**src/rtl/regfile_mp_sb_pkg.sv**
```systemverilog
// Shared constants for the multi-port register file: default geometry and the SP/RA reset presets.
// Pure declarations; no latency or flow control.
package regfile_mp_sb_pkg;

    localparam int          RF_DATA_W   = 32;
    localparam int          RF_NUM_REGS = 32;
    localparam int          RF_NUM_RD   = 2;
    localparam int          RF_SP_IDX   = 29;
    localparam int          RF_RA_IDX   = 31;
    localparam logic [31:0] RF_SP_RESET = 32'h8002_03FF;
    localparam logic [31:0] RF_RA_RESET = 32'hDEAD_BEEF;

    // Read select that returns the PC; one past the last register index
    function automatic int rf_sel_pc(input int num_regs);
        return num_regs;
    endfunction

endpackage

```
**src/rtl/regfile_mp_sb_if.sv**
```systemverilog
// Decode-side bundle of the register file: read selects/data, issue and both writeback ports.
// Reads are combinational, writes take effect at the next edge; there is no backpressure.
interface regfile_mp_sb_if
    import regfile_mp_sb_pkg::*;
#(
    parameter int DATA_W   = RF_DATA_W,
    parameter int NUM_REGS = RF_NUM_REGS,
    parameter int NUM_RD   = RF_NUM_RD
) ();
    localparam int AW = $clog2(NUM_REGS);
    localparam int SW = AW + 1;

    logic [DATA_W-1:0]        pc;
    logic [NUM_RD*SW-1:0]     rd_sel;
    logic [NUM_RD*DATA_W-1:0] rd_val;
    logic [NUM_RD-1:0]        rd_busy;
    logic                     iss_en;
    logic [AW-1:0]            iss_addr;
    logic                     iss_ok;
    logic                     wb0_en;
    logic [AW-1:0]            wb0_addr;
    logic [DATA_W-1:0]        wb0_data;
    logic                     wb1_en;
    logic [AW-1:0]            wb1_addr;
    logic [DATA_W-1:0]        wb1_data;

    modport master (
        output pc, rd_sel, iss_en, iss_addr,
        output wb0_en, wb0_addr, wb0_data, wb1_en, wb1_addr, wb1_data,
        input  rd_val, rd_busy, iss_ok
    );

    modport slave (
        input  pc, rd_sel, iss_en, iss_addr,
        input  wb0_en, wb0_addr, wb0_data, wb1_en, wb1_addr, wb1_data,
        output rd_val, rd_busy, iss_ok
    );

endinterface

```
**src/rtl/regfile_scoreboard.sv**
```systemverilog
// Busy-bit scoreboard: one pending-producer bit per register, set by issue, cleared by writeback.
// Queries are combinational and see same-cycle writebacks; state updates one cycle later; no backpressure.
module regfile_scoreboard #(
    parameter int NUM_REGS = 32,
    parameter int NUM_RD   = 2,
    parameter int AW       = $clog2(NUM_REGS)
) (
    input  logic                 clk,
    input  logic                 rst,
    input  logic                 iss_en,
    input  logic [AW-1:0]        iss_addr,
    input  logic                 wb0_en,
    input  logic [AW-1:0]        wb0_addr,
    input  logic                 wb1_en,
    input  logic [AW-1:0]        wb1_addr,
    input  logic [NUM_RD*AW-1:0] q_addr,
    output logic [NUM_RD-1:0]    q_busy,
    output logic                 iss_ok
);

    logic [NUM_REGS-1:0] busy_q;
    logic [NUM_REGS-1:0] busy_d;
    logic [NUM_REGS-1:0] hit;
    logic [NUM_REGS-1:0] set;
    logic [AW-1:0]       qa;

    // Set is applied after clear so a new producer wins over a retiring one
    always_comb begin
        hit = '0;
        set = '0;
        if (wb0_en) hit[wb0_addr] = 1'b1;
        if (wb1_en) hit[wb1_addr] = 1'b1;
        if (iss_en) set[iss_addr] = 1'b1;
        busy_d    = (busy_q & ~hit) | set;
        busy_d[0] = 1'b0;
    end

    always_ff @(posedge clk) begin
        if (rst) busy_q <= '0;
        else     busy_q <= busy_d;
    end

    always_comb begin
        q_busy = '0;
        qa     = '0;
        for (int i = 0; i < NUM_RD; i++) begin
            qa        = q_addr[i*AW +: AW];
            q_busy[i] = busy_q[qa] & ~hit[qa];
        end
    end

    assign iss_ok = ~busy_q[iss_addr] | hit[iss_addr] | (iss_addr == '0);

endmodule

```
**src/rtl/regfile_mp_sb.sv**
```systemverilog
// Multi-port register file with writeback forwarding, PC/zero pseudo-registers and a busy scoreboard.
// Reads 0 cycles (combinational), writes land 1 cycle later; no backpressure, decode gates issue via iss_ok.
module regfile_mp_sb
    import regfile_mp_sb_pkg::*;
#(
    parameter int                DATA_W   = RF_DATA_W,
    parameter int                NUM_REGS = RF_NUM_REGS,
    parameter int                NUM_RD   = RF_NUM_RD,
    parameter int                SP_IDX   = RF_SP_IDX,
    parameter logic [DATA_W-1:0] SP_RESET = DATA_W'(RF_SP_RESET),
    parameter int                RA_IDX   = RF_RA_IDX,
    parameter logic [DATA_W-1:0] RA_RESET = DATA_W'(RF_RA_RESET)
) (
    input  logic            clk,
    input  logic            rst,
    regfile_mp_sb_if.slave  bus
);

    localparam int            AW     = $clog2(NUM_REGS);
    localparam int            SW     = AW + 1;
    localparam logic [SW-1:0] SEL_PC = SW'(rf_sel_pc(NUM_REGS));

    logic [DATA_W-1:0]   regs_q   [NUM_REGS];
    logic [DATA_W-1:0]   regs_d   [NUM_REGS];
    logic [DATA_W-1:0]   rst_vals [NUM_REGS];
    logic [DATA_W-1:0]   val_w    [NUM_RD];
    logic                busy_w   [NUM_RD];
    logic [NUM_RD*AW-1:0] q_addr;
    logic [NUM_RD-1:0]   q_busy;

    for (genvar k = 0; k < NUM_REGS; k++) begin : g_rst
        assign rst_vals[k] = (k == SP_IDX) ? SP_RESET :
                             (k == RA_IDX) ? RA_RESET : '0;
    end

    // wb1 is applied last so it wins a same-address collision
    always_comb begin
        regs_d = regs_q;
        if (bus.wb0_en && bus.wb0_addr != '0) regs_d[bus.wb0_addr] = bus.wb0_data;
        if (bus.wb1_en && bus.wb1_addr != '0) regs_d[bus.wb1_addr] = bus.wb1_data;
    end

    always_ff @(posedge clk) begin
        if (rst) regs_q <= rst_vals;
        else     regs_q <= regs_d;
    end

    always_comb begin
        q_addr = '0;
        for (int i = 0; i < NUM_RD; i++) begin
            q_addr[i*AW +: AW] = bus.rd_sel[i*SW +: AW];
        end
    end

    regfile_scoreboard #(
        .NUM_REGS (NUM_REGS),
        .NUM_RD   (NUM_RD),
        .AW       (AW)
    ) u_sb (
        .clk      (clk),
        .rst      (rst),
        .iss_en   (bus.iss_en),
        .iss_addr (bus.iss_addr),
        .wb0_en   (bus.wb0_en),
        .wb0_addr (bus.wb0_addr),
        .wb1_en   (bus.wb1_en),
        .wb1_addr (bus.wb1_addr),
        .q_addr   (q_addr),
        .q_busy   (q_busy),
        .iss_ok   (bus.iss_ok)
    );

    for (genvar i = 0; i < NUM_RD; i++) begin : g_rd
        logic [SW-1:0] sel;
        logic [AW-1:0] idx;
        logic          in_rng;

        assign sel    = bus.rd_sel[i*SW +: SW];
        assign idx    = sel[AW-1:0];
        // Real registers only: excludes r0, the PC select and anything beyond it
        assign in_rng = ~sel[SW-1] && (idx != '0);

        assign val_w[i] = (sel == SEL_PC)                       ? bus.pc       :
                          !in_rng                               ? '0           :
                          (bus.wb1_en && bus.wb1_addr == idx)   ? bus.wb1_data :
                          (bus.wb0_en && bus.wb0_addr == idx)   ? bus.wb0_data :
                                                                  regs_q[idx];
        assign busy_w[i] = in_rng & q_busy[i];
    end

    always_comb begin
        bus.rd_val  = '0;
        bus.rd_busy = '0;
        for (int i = 0; i < NUM_RD; i++) begin
            bus.rd_val[i*DATA_W +: DATA_W] = val_w[i];
            bus.rd_busy[i]                 = busy_w[i];
        end
    end

endmodule

```
**src/flat_wrapper.sv**
```systemverilog
// flat-port wrapper written by rule: the top's interface ports become plain ports
module regfile_mp_sb_flat import regfile_mp_sb_pkg::*;
#(
    parameter int                DATA_W   = RF_DATA_W,
    parameter int                NUM_REGS = RF_NUM_REGS,
    parameter int                NUM_RD   = RF_NUM_RD,
    parameter int                SP_IDX   = RF_SP_IDX,
    parameter logic [DATA_W-1:0] SP_RESET = DATA_W'(RF_SP_RESET),
    parameter int                RA_IDX   = RF_RA_IDX,
    parameter logic [DATA_W-1:0] RA_RESET = DATA_W'(RF_RA_RESET)
)
  (clk, rst, bus_pc, bus_rd_sel, bus_iss_en, bus_iss_addr, bus_wb0_en, bus_wb0_addr, bus_wb0_data, bus_wb1_en, bus_wb1_addr, bus_wb1_data, bus_rd_val, bus_rd_busy, bus_iss_ok);
  regfile_mp_sb_if #(.DATA_W(DATA_W), .NUM_REGS(NUM_REGS), .NUM_RD(NUM_RD)) bus_i ();
  input  logic clk;
  input  logic rst;
  input wire logic [$bits(bus_i.pc)-1:0] bus_pc;
  input wire logic [$bits(bus_i.rd_sel)-1:0] bus_rd_sel;
  input wire logic [$bits(bus_i.iss_en)-1:0] bus_iss_en;
  input wire logic [$bits(bus_i.iss_addr)-1:0] bus_iss_addr;
  input wire logic [$bits(bus_i.wb0_en)-1:0] bus_wb0_en;
  input wire logic [$bits(bus_i.wb0_addr)-1:0] bus_wb0_addr;
  input wire logic [$bits(bus_i.wb0_data)-1:0] bus_wb0_data;
  input wire logic [$bits(bus_i.wb1_en)-1:0] bus_wb1_en;
  input wire logic [$bits(bus_i.wb1_addr)-1:0] bus_wb1_addr;
  input wire logic [$bits(bus_i.wb1_data)-1:0] bus_wb1_data;
  output wire logic [$bits(bus_i.rd_val)-1:0] bus_rd_val;
  output wire logic [$bits(bus_i.rd_busy)-1:0] bus_rd_busy;
  output wire logic [$bits(bus_i.iss_ok)-1:0] bus_iss_ok;
  assign bus_i.pc = bus_pc;
  assign bus_i.rd_sel = bus_rd_sel;
  assign bus_i.iss_en = bus_iss_en;
  assign bus_i.iss_addr = bus_iss_addr;
  assign bus_i.wb0_en = bus_wb0_en;
  assign bus_i.wb0_addr = bus_wb0_addr;
  assign bus_i.wb0_data = bus_wb0_data;
  assign bus_i.wb1_en = bus_wb1_en;
  assign bus_i.wb1_addr = bus_wb1_addr;
  assign bus_i.wb1_data = bus_wb1_data;
  assign bus_rd_val = bus_i.rd_val;
  assign bus_rd_busy = bus_i.rd_busy;
  assign bus_iss_ok = bus_i.iss_ok;
  regfile_mp_sb #(.DATA_W(DATA_W), .NUM_REGS(NUM_REGS), .NUM_RD(NUM_RD), .SP_IDX(SP_IDX), .SP_RESET(SP_RESET), .RA_IDX(RA_IDX), .RA_RESET(RA_RESET)) u_core (.clk(clk), .rst(rst), .bus(bus_i));
endmodule
```
**config.mk**
```make
export PLATFORM = sky130hd
export DESIGN_NAME = regfile_mp_sb_flat
export DESIGN_NICKNAME = d
export VERILOG_FILES = /design/src/rtl/regfile_mp_sb_pkg.sv /design/src/rtl/regfile_mp_sb_if.sv /design/src/rtl/regfile_scoreboard.sv /design/src/rtl/regfile_mp_sb.sv /design/src/flat_wrapper.sv
export SDC_FILE = /design/constraint.sdc
export NUM_CORES = 2
export LEC_CHECK = 0
export ABC_CLOCK_PERIOD_IN_PS = 2600
export BUFFER_PORTS_ARGS = -buffer_cell sky130_fd_sc_hd__clkbuf_2
export CORE_MARGIN = 2
export CORE_UTILIZATION = 47
export DETAILED_ROUTE_END_ITERATION = 8
export RECOVER_POWER = 50
export SLEW_MARGIN = 20
export SYNTH_ARGS = -nofsm -noshare
export SYNTH_HDL_FRONTEND = slang
export SYNTH_HIERARCHICAL = 1
export SYNTH_SLANG_ARGS = --single-unit
```
**constraint.sdc**
```tcl
create_clock -name clk -period 2.6 [get_ports clk]
set_input_delay 0.13 -clock clk [delete_from_list [all_inputs] [get_ports clk]]
set_output_delay 0.13 -clock clk [all_outputs]
set_load 0.02 [all_outputs]
```
After elaboration in Yosys (flattened, before gate mapping). Cells that the tools add are included.

Bits in registers: 1056. Input port bits: 128. Output and inout bits: 67. Word-level logic and storage cells: 134.

Magnitude comparators: 14. Equal/unequal tests: 6. Multiplexer cells: 43. Bitwise logic cells: 19. Reductions and logical operators: 18.

Operators with widths (count): 1024-bit bitwise mux (2); 1024-bit 2-to-1 mux (2); 32-bit 2-to-1 mux (17); 32-bit binary-select mux with 5-bit select (2); 32-bit demux with 5-bit select (2); 32-bit bitwise OR (2); 32-bit AND (1); 32-bit NOT (1); 1-bit binary-select mux with 5-bit select (6); 5-bit by 6-bit less-than comparator with 1-bit output (second input constant) (5); 6-bit greater-or-equal comparator (second input constant) (4); 5-bit NOT with 6-bit output (4); 5-bit == test (4); 5-bit nonzero test (4); 1-bit demux with 5-bit select (3); 5-bit by 1-bit greater-or-equal comparator with 1-bit output (second input constant) (3); 1-bit logical AND (13); 6-bit == test (second input constant) (2); 6-bit by 1-bit less-than comparator with 1-bit output (second input constant) (2); 1-bit 2-to-1 mux (9); 5-bit logical NOT (1); 1-bit NOT (5); 1-bit AND (4); 1-bit bitwise OR (2).

Longest topological paths before layout.
Depth after elaboration: 12. Gate-level depth with buffers: 9.

Modules after synthesis. Netlist, hierarchy kept.

By module, submodules not included: regfile_mp_sb (times used 1, cells an instance 7204, area an instance 63089.3 um^2); regfile_scoreboard (times used 1, cells an instance 391, area an instance 3498.4 um^2).

Worst setup path after synthesis. OpenSTA, ideal clock, no wires.

Kind: input -> output. Start point: input port bus_rd_sel[7]. End point: output port bus_rd_val[42]. Arrival: 1.976 ns. Data required time: 2.470 ns. Slack: 0.494 ns. Cell stages on the path: 8. Buffers on the path: 3. Cells stage by stage: buf_2 -> buf_2 -> buf_1 -> mux4_2 -> a22oi_1 -> nand4_1 -> a311oi_1 -> o21ai_0.

Cells in the longest elaborated chain, start to end: 8. Elaborated cells between the ends (all ways): 15. Those cells by class: eq/ne: 3; mux: 7; bitwise: 1; reduce/logical: 4.

RTL lines: start: declaration (RTL line flat_wrapper.sv:17) `input wire logic [$bits(bus_i.rd_sel)-1:0] bus_rd_sel;`; 5-bit NOT with 6-bit output (implied by the code) (RTL line regfile_mp_sb.sv:87) `regs_q[idx];`; 32-bit binary-select mux with 5-bit select (RTL line regfile_mp_sb.sv:87); 32-bit 2-to-1 mux (implied by the code) (2 in series) (RTL line regfile_mp_sb.sv:87); 32-bit 2-to-1 mux (RTL line regfile_mp_sb.sv:86) `(bus.wb0_en && bus.wb0_addr == idx) ? bus.wb0_data :`; 32-bit 2-to-1 mux (RTL line regfile_mp_sb.sv:85) `(bus.wb1_en && bus.wb1_addr == idx) ? bus.wb1_data :`; 32-bit 2-to-1 mux (RTL line regfile_mp_sb.sv:84) `!in_rng ? '0 :`; 32-bit 2-to-1 mux (*) (RTL line regfile_mp_sb.sv:83) `assign val_w[i] = (sel == SEL_PC) ? bus.pc :`; end: declaration (RTL line flat_wrapper.sv:26) `output wire logic [$bits(bus_i.rd_val)-1:0] bus_rd_val;`.

Mark *: on every way between the ends. The rest lies on a longest branch, timed or not. The select of a mux whose other input is x is not followed.

Final worst setup path.
Start point: register u_core/regs_q[389] in the netlist's numbering. End point: output port bus_rd_val[37].

Cells in the longest elaborated chain, start to end: 7.

RTL lines: start: declaration (RTL line regfile_mp_sb.sv:23) `logic [DATA_W-1:0] regs_q [NUM_REGS];`; start signal: assignment (RTL line regfile_mp_sb.sv:44) `if (rst) regs_q <= rst_vals;`; start signal: assignment (RTL line regfile_mp_sb.sv:45) `else regs_q <= regs_d;`; 32-bit binary-select mux with 5-bit select (RTL line regfile_mp_sb.sv:87); 32-bit 2-to-1 mux (implied by the code) (2 in series) (RTL line regfile_mp_sb.sv:87); 32-bit 2-to-1 mux (RTL line regfile_mp_sb.sv:86); 32-bit 2-to-1 mux (RTL line regfile_mp_sb.sv:85); 32-bit 2-to-1 mux (RTL line regfile_mp_sb.sv:84); 32-bit 2-to-1 mux (RTL line regfile_mp_sb.sv:83).

Every way passes these cells. The select of a mux whose other input is x is not followed.

==> impl_metrics.json <==
{
  "final.setup.tns_ns": -15.55,
  "synthArstFlopShare_pct": 0,
  "synth-seq-cells": 1055,
  "p_per_area_nw_per_um2": 519,
  "cp_cell_sequence": "mux4_2 > a22oi_2 > nand4_1 > a311oi_4 > o21ai_2 > clkbuf_8",
  "cp_max_fo": 3,
  "areaGrowthSynthToFinish_pct": 19.0,
  "finalMaxSlewViolations": 213,
  "initialDrtViolationCount": 12400,
  "fin_nets": 7720,
  "overflow": 0,
  "maxCapViolations": 3,
  "endpoint_kind": "output port",
  "reg2reg_depth": 3,
  "worst_pin_slew_ns": 2.03,
  "muxShareOfSynthArea_pct": 24.7,
  "post_drt_wl_per_cell_um": 34.3,
  "final_util_pct": 56.2,
  "violations": "max-capacitance violations, max-slew violations, negative setup slack",
  "synth-edff-count": 0,
  "layout_commonest_cell": "nor2_1",
  "synth_simple_gate_area_share_pct": 15.9,
  "finalCritPeriodShare_pct": 120,
  "cts.sink_count": 1055,
  "syn-mean-instance-area_sq_um": 8.77,
  "viasPerCell": 7.28,
  "fillerInstances": 12400,
  "timing_worst_setup_path_type": "flop to output port",
  "reg2reg_to": "u_core/regs_q[197]$_SDFF_PP0_",
  "dr.pass1.iters": 9,
  "r2r_start": "u_core/regs_q[197]$_SDFF_PP0_",
  "synthXorXnorAreaFrac_pct": 0.316,
  "synth_top_family_by_area": "multiplexers",
  "cts_buffer_depth": 3,
  "syn_area_sq_um": 66600,
  "r2r_slack_ns": 1.25,
  "clkLatencyLatePin_ns": 0.78,
  "relSlewSlack_pct": -35.3,
  "slowest_stage": "a311oi_4",
  "hpwl_um": 198000,
  "leakage_nw": 28.0,
  "cts-root-buf": "clkbuf_16",
  "start_util_pct": 47.2,
  "routed_wirelength_um": 329000,
  "startpoint": "u_core/regs_q[389]$_SDFF_PP0_",
  "grt_pass1_wl_um": 467000,
  "cp.arrival_ns": 2.99,
  "drive_gt1_share_pct": 25.3,
  "grt_pass1_vias": 65900,
  "critPathLaunchType": "flop",
  "fin_skew_ns": 0,
  "grt_use_total_pct": 43.6,
  "fin_total_pwr_w": 0.0412,
  "place_congestion": 0.963,
  "cp_slowest_stage_delay_ns": 0.54,
  "cp.required_ns": 2.47,
  "clk_pin_slew_ns": 0.07,
  "status": "finished, violations left",
  "cts_buffers": 119,
  "yosysSeqAreaShare_pct": 31.7,
  "portBuffers": 194,
  "via_count": 69900,
  "syn_nets": 7723,
  "setup_viol": 130,
  "layout.cells.most_common_list": "nor2_1 (1,216), dfxtp_1 (967), a211oi_1 (671)",
  "hold_class": "input pin to flop",
  "ios": 195,
  "synth_fa_ha_area_share_pct": 0,
  "fmax_ghz": 0.320,
  "drc_errors": 0,
  "core_sq_um": 141000,
  "rsz0062_at_grt": "yes",
  "rows": 138,
  "synth_compound_area_share_pct": 20.9,
  "die_h_um": 380,
  "yosysUniqueCellTypes": 82,
  "vdd_drop_max_mv": 0.712,
  "hold_viol_final": 0,
  "ant_nets": 0,
  "crit_end": "bus_rd_val[37]",
  "setup_slack_ns": -0.522,
  "syn-instance-count": 7595,
  "dieArea_sq_um": 145000,
  "antenna_found_initial": 17,
  "grt_max_degree": 110,
  "dieWidth_um": 380,
  "cts_tree": "yes",
  "ys_warn_count": 6,
  "period_needed_ns": 3.12,
  "cts_max_level": 3,
  "ys.flop_type": "dfxtp_1"
}
-- logic make-up after synthesis --
logic type,after synthesis
and+or+nand+nor,2482
AOI/OAI and AO/OA,1883
muxes,1111
DFF,1055
buffers and inverters,1040
xor gates and xnor gates,24
-- how the worst min path moves through the flow --
stage | from | endpoint | slack [ns] | depth (start not counted)
2_1_floorplan | rst | u_core/u_sb/busy_q[30]$_SDFF_PP0_ | 0.20 | 1
3_3_place_gp | u_core/regs_q[1021]$_SDFF_PP0_ | u_core/regs_q[1021]$_SDFF_PP0_ | 0.46 | 1
3_5_place_dp | u_core/regs_q[1014]$_SDFF_PP0_ | u_core/regs_q[1014]$_SDFF_PP0_ | 0.47 | 1
4_1_cts | bus_wb0_addr[1] | u_core/u_sb/busy_q[31]$_SDFF_PP0_ | 0.01 | 5
5_1_grt | bus_wb1_data[12] | u_core/regs_q[620]$_SDFF_PP0_ | 0.08 | 4
6_report | bus_wb0_addr[1] | u_core/u_sb/busy_q[31]$_SDFF_PP0_ | 0.05 | 5
-- state kept, by name (all words and copies together), names as in the netlist --
signal and flops:
u_core/regs_q 1024, u_core/u_sb/busy_q 31
-- layer usage --
layer | vias up | track usage [%] | routed length, um
li1 | 28500 | - | -
met1 | 33700 | 56.7 | 120000
met2 | 6173 | 61.1 | 134000
met3 | 1482 | 15.4 | 50200
met4 | 22 | 27.9 | 24600
met5 | - | 0.397 | 266
-- critical path, delay by kind of cell (launching register included) --
family	cells	cell delay [ns]
mux	1	0.48
compound gates	3	0.90
simple gates	1	0.28
flops	1	0.32
buf+inv	1	0.22
-- final cells by class --
type / instances / area, sq um / share of cell area, %
clock inverter: 40 / 549 / 0.693
timing repair buffer: 870 / 8560 / 10.8
multi-input combinational: 5500 / 42800 / 54.1
inverter: 46 / 173 / 0.218
clock buffer: 178 / 3510 / 4.43
antenna: 11 / 27.5 / 0.0347
tap: 1890 / 2360 / 2.98
sequential: 1055 / 21200 / 26.8
-- report_power, final --
part / switching, W / internal (W) / leakage, nW
clock network: 0.00768 / 0.0104 / 1.98
registers: 0.000243 / 0.0165 / 8.57
logic: 0.00413 / 0.00226 / 17.5
total: 0.0121 / 0.0291 / 28.0
-- stage by stage --
| step | hold WS (ns) | worst slack [ns] | instances | area, sq um |
|---|---|---|---|---|
| floorplan | 0.199 | 0.494 | 7595 | 66600 |
| global placement | 0.463 | -0.476 | 9312 | 73500 |
| detailed placement | 0.470 | -0.485 | 9312 | 73500 |
| CTS | 0.0126 | -0.345 | 9579 | 79300 |
| global route | 0.0835 | -0.430 | 9581 | 79200 |
| finish | 0.0486 | -0.522 | 9590 | 79300 |
-- repair_timing --
| action | 4_1_cts | 5_1_grt |
|---|---|---|
| setup buffers | 4 | 0 |
| endpoints found under the setup margin | 67 | 67 |
| hold buffers | 53 | 0 |
| hold endpoints to repair | 753 | 0 |
| gates resized for setup | 342 | 194 |
| pin swaps | 194 | 109 |
-- cells in the mapped netlist (all sizes together), types with 13 or more instances --
library cell | instances | area share (%)
inv | 38 | 0.21
nor2b | 49 | 0.46
o21ai | 201 | 1.5
clkbuf | 735 | 4.1
nand2b | 14 | 0.13
a21oi | 183 | 1.4
nor3 | 76 | 0.62
nor2 | 1230 | 7.0
a311oi | 350 | 4.6
o22a | 64 | 0.84
mux2i | 569 | 8.6
buf | 259 | 2.1
a31oi | 41 | 0.39
nand4 | 71 | 0.67
a22oi | 187 | 2.1
xnor2 | 16 | 0.21
and3 | 13 | 0.12
nand3 | 279 | 2.1
a2bb2oi | 54 | 0.71
mux4 | 411 | 14
a211oi | 671 | 7.6
dfxtp | 1055 | 32
a221oi | 71 | 0.94
nand2 | 648 | 3.7
or2 | 45 | 0.42
mux2 | 131 | 2.2
Note: power is estimated with default switching activity, not from simulation.
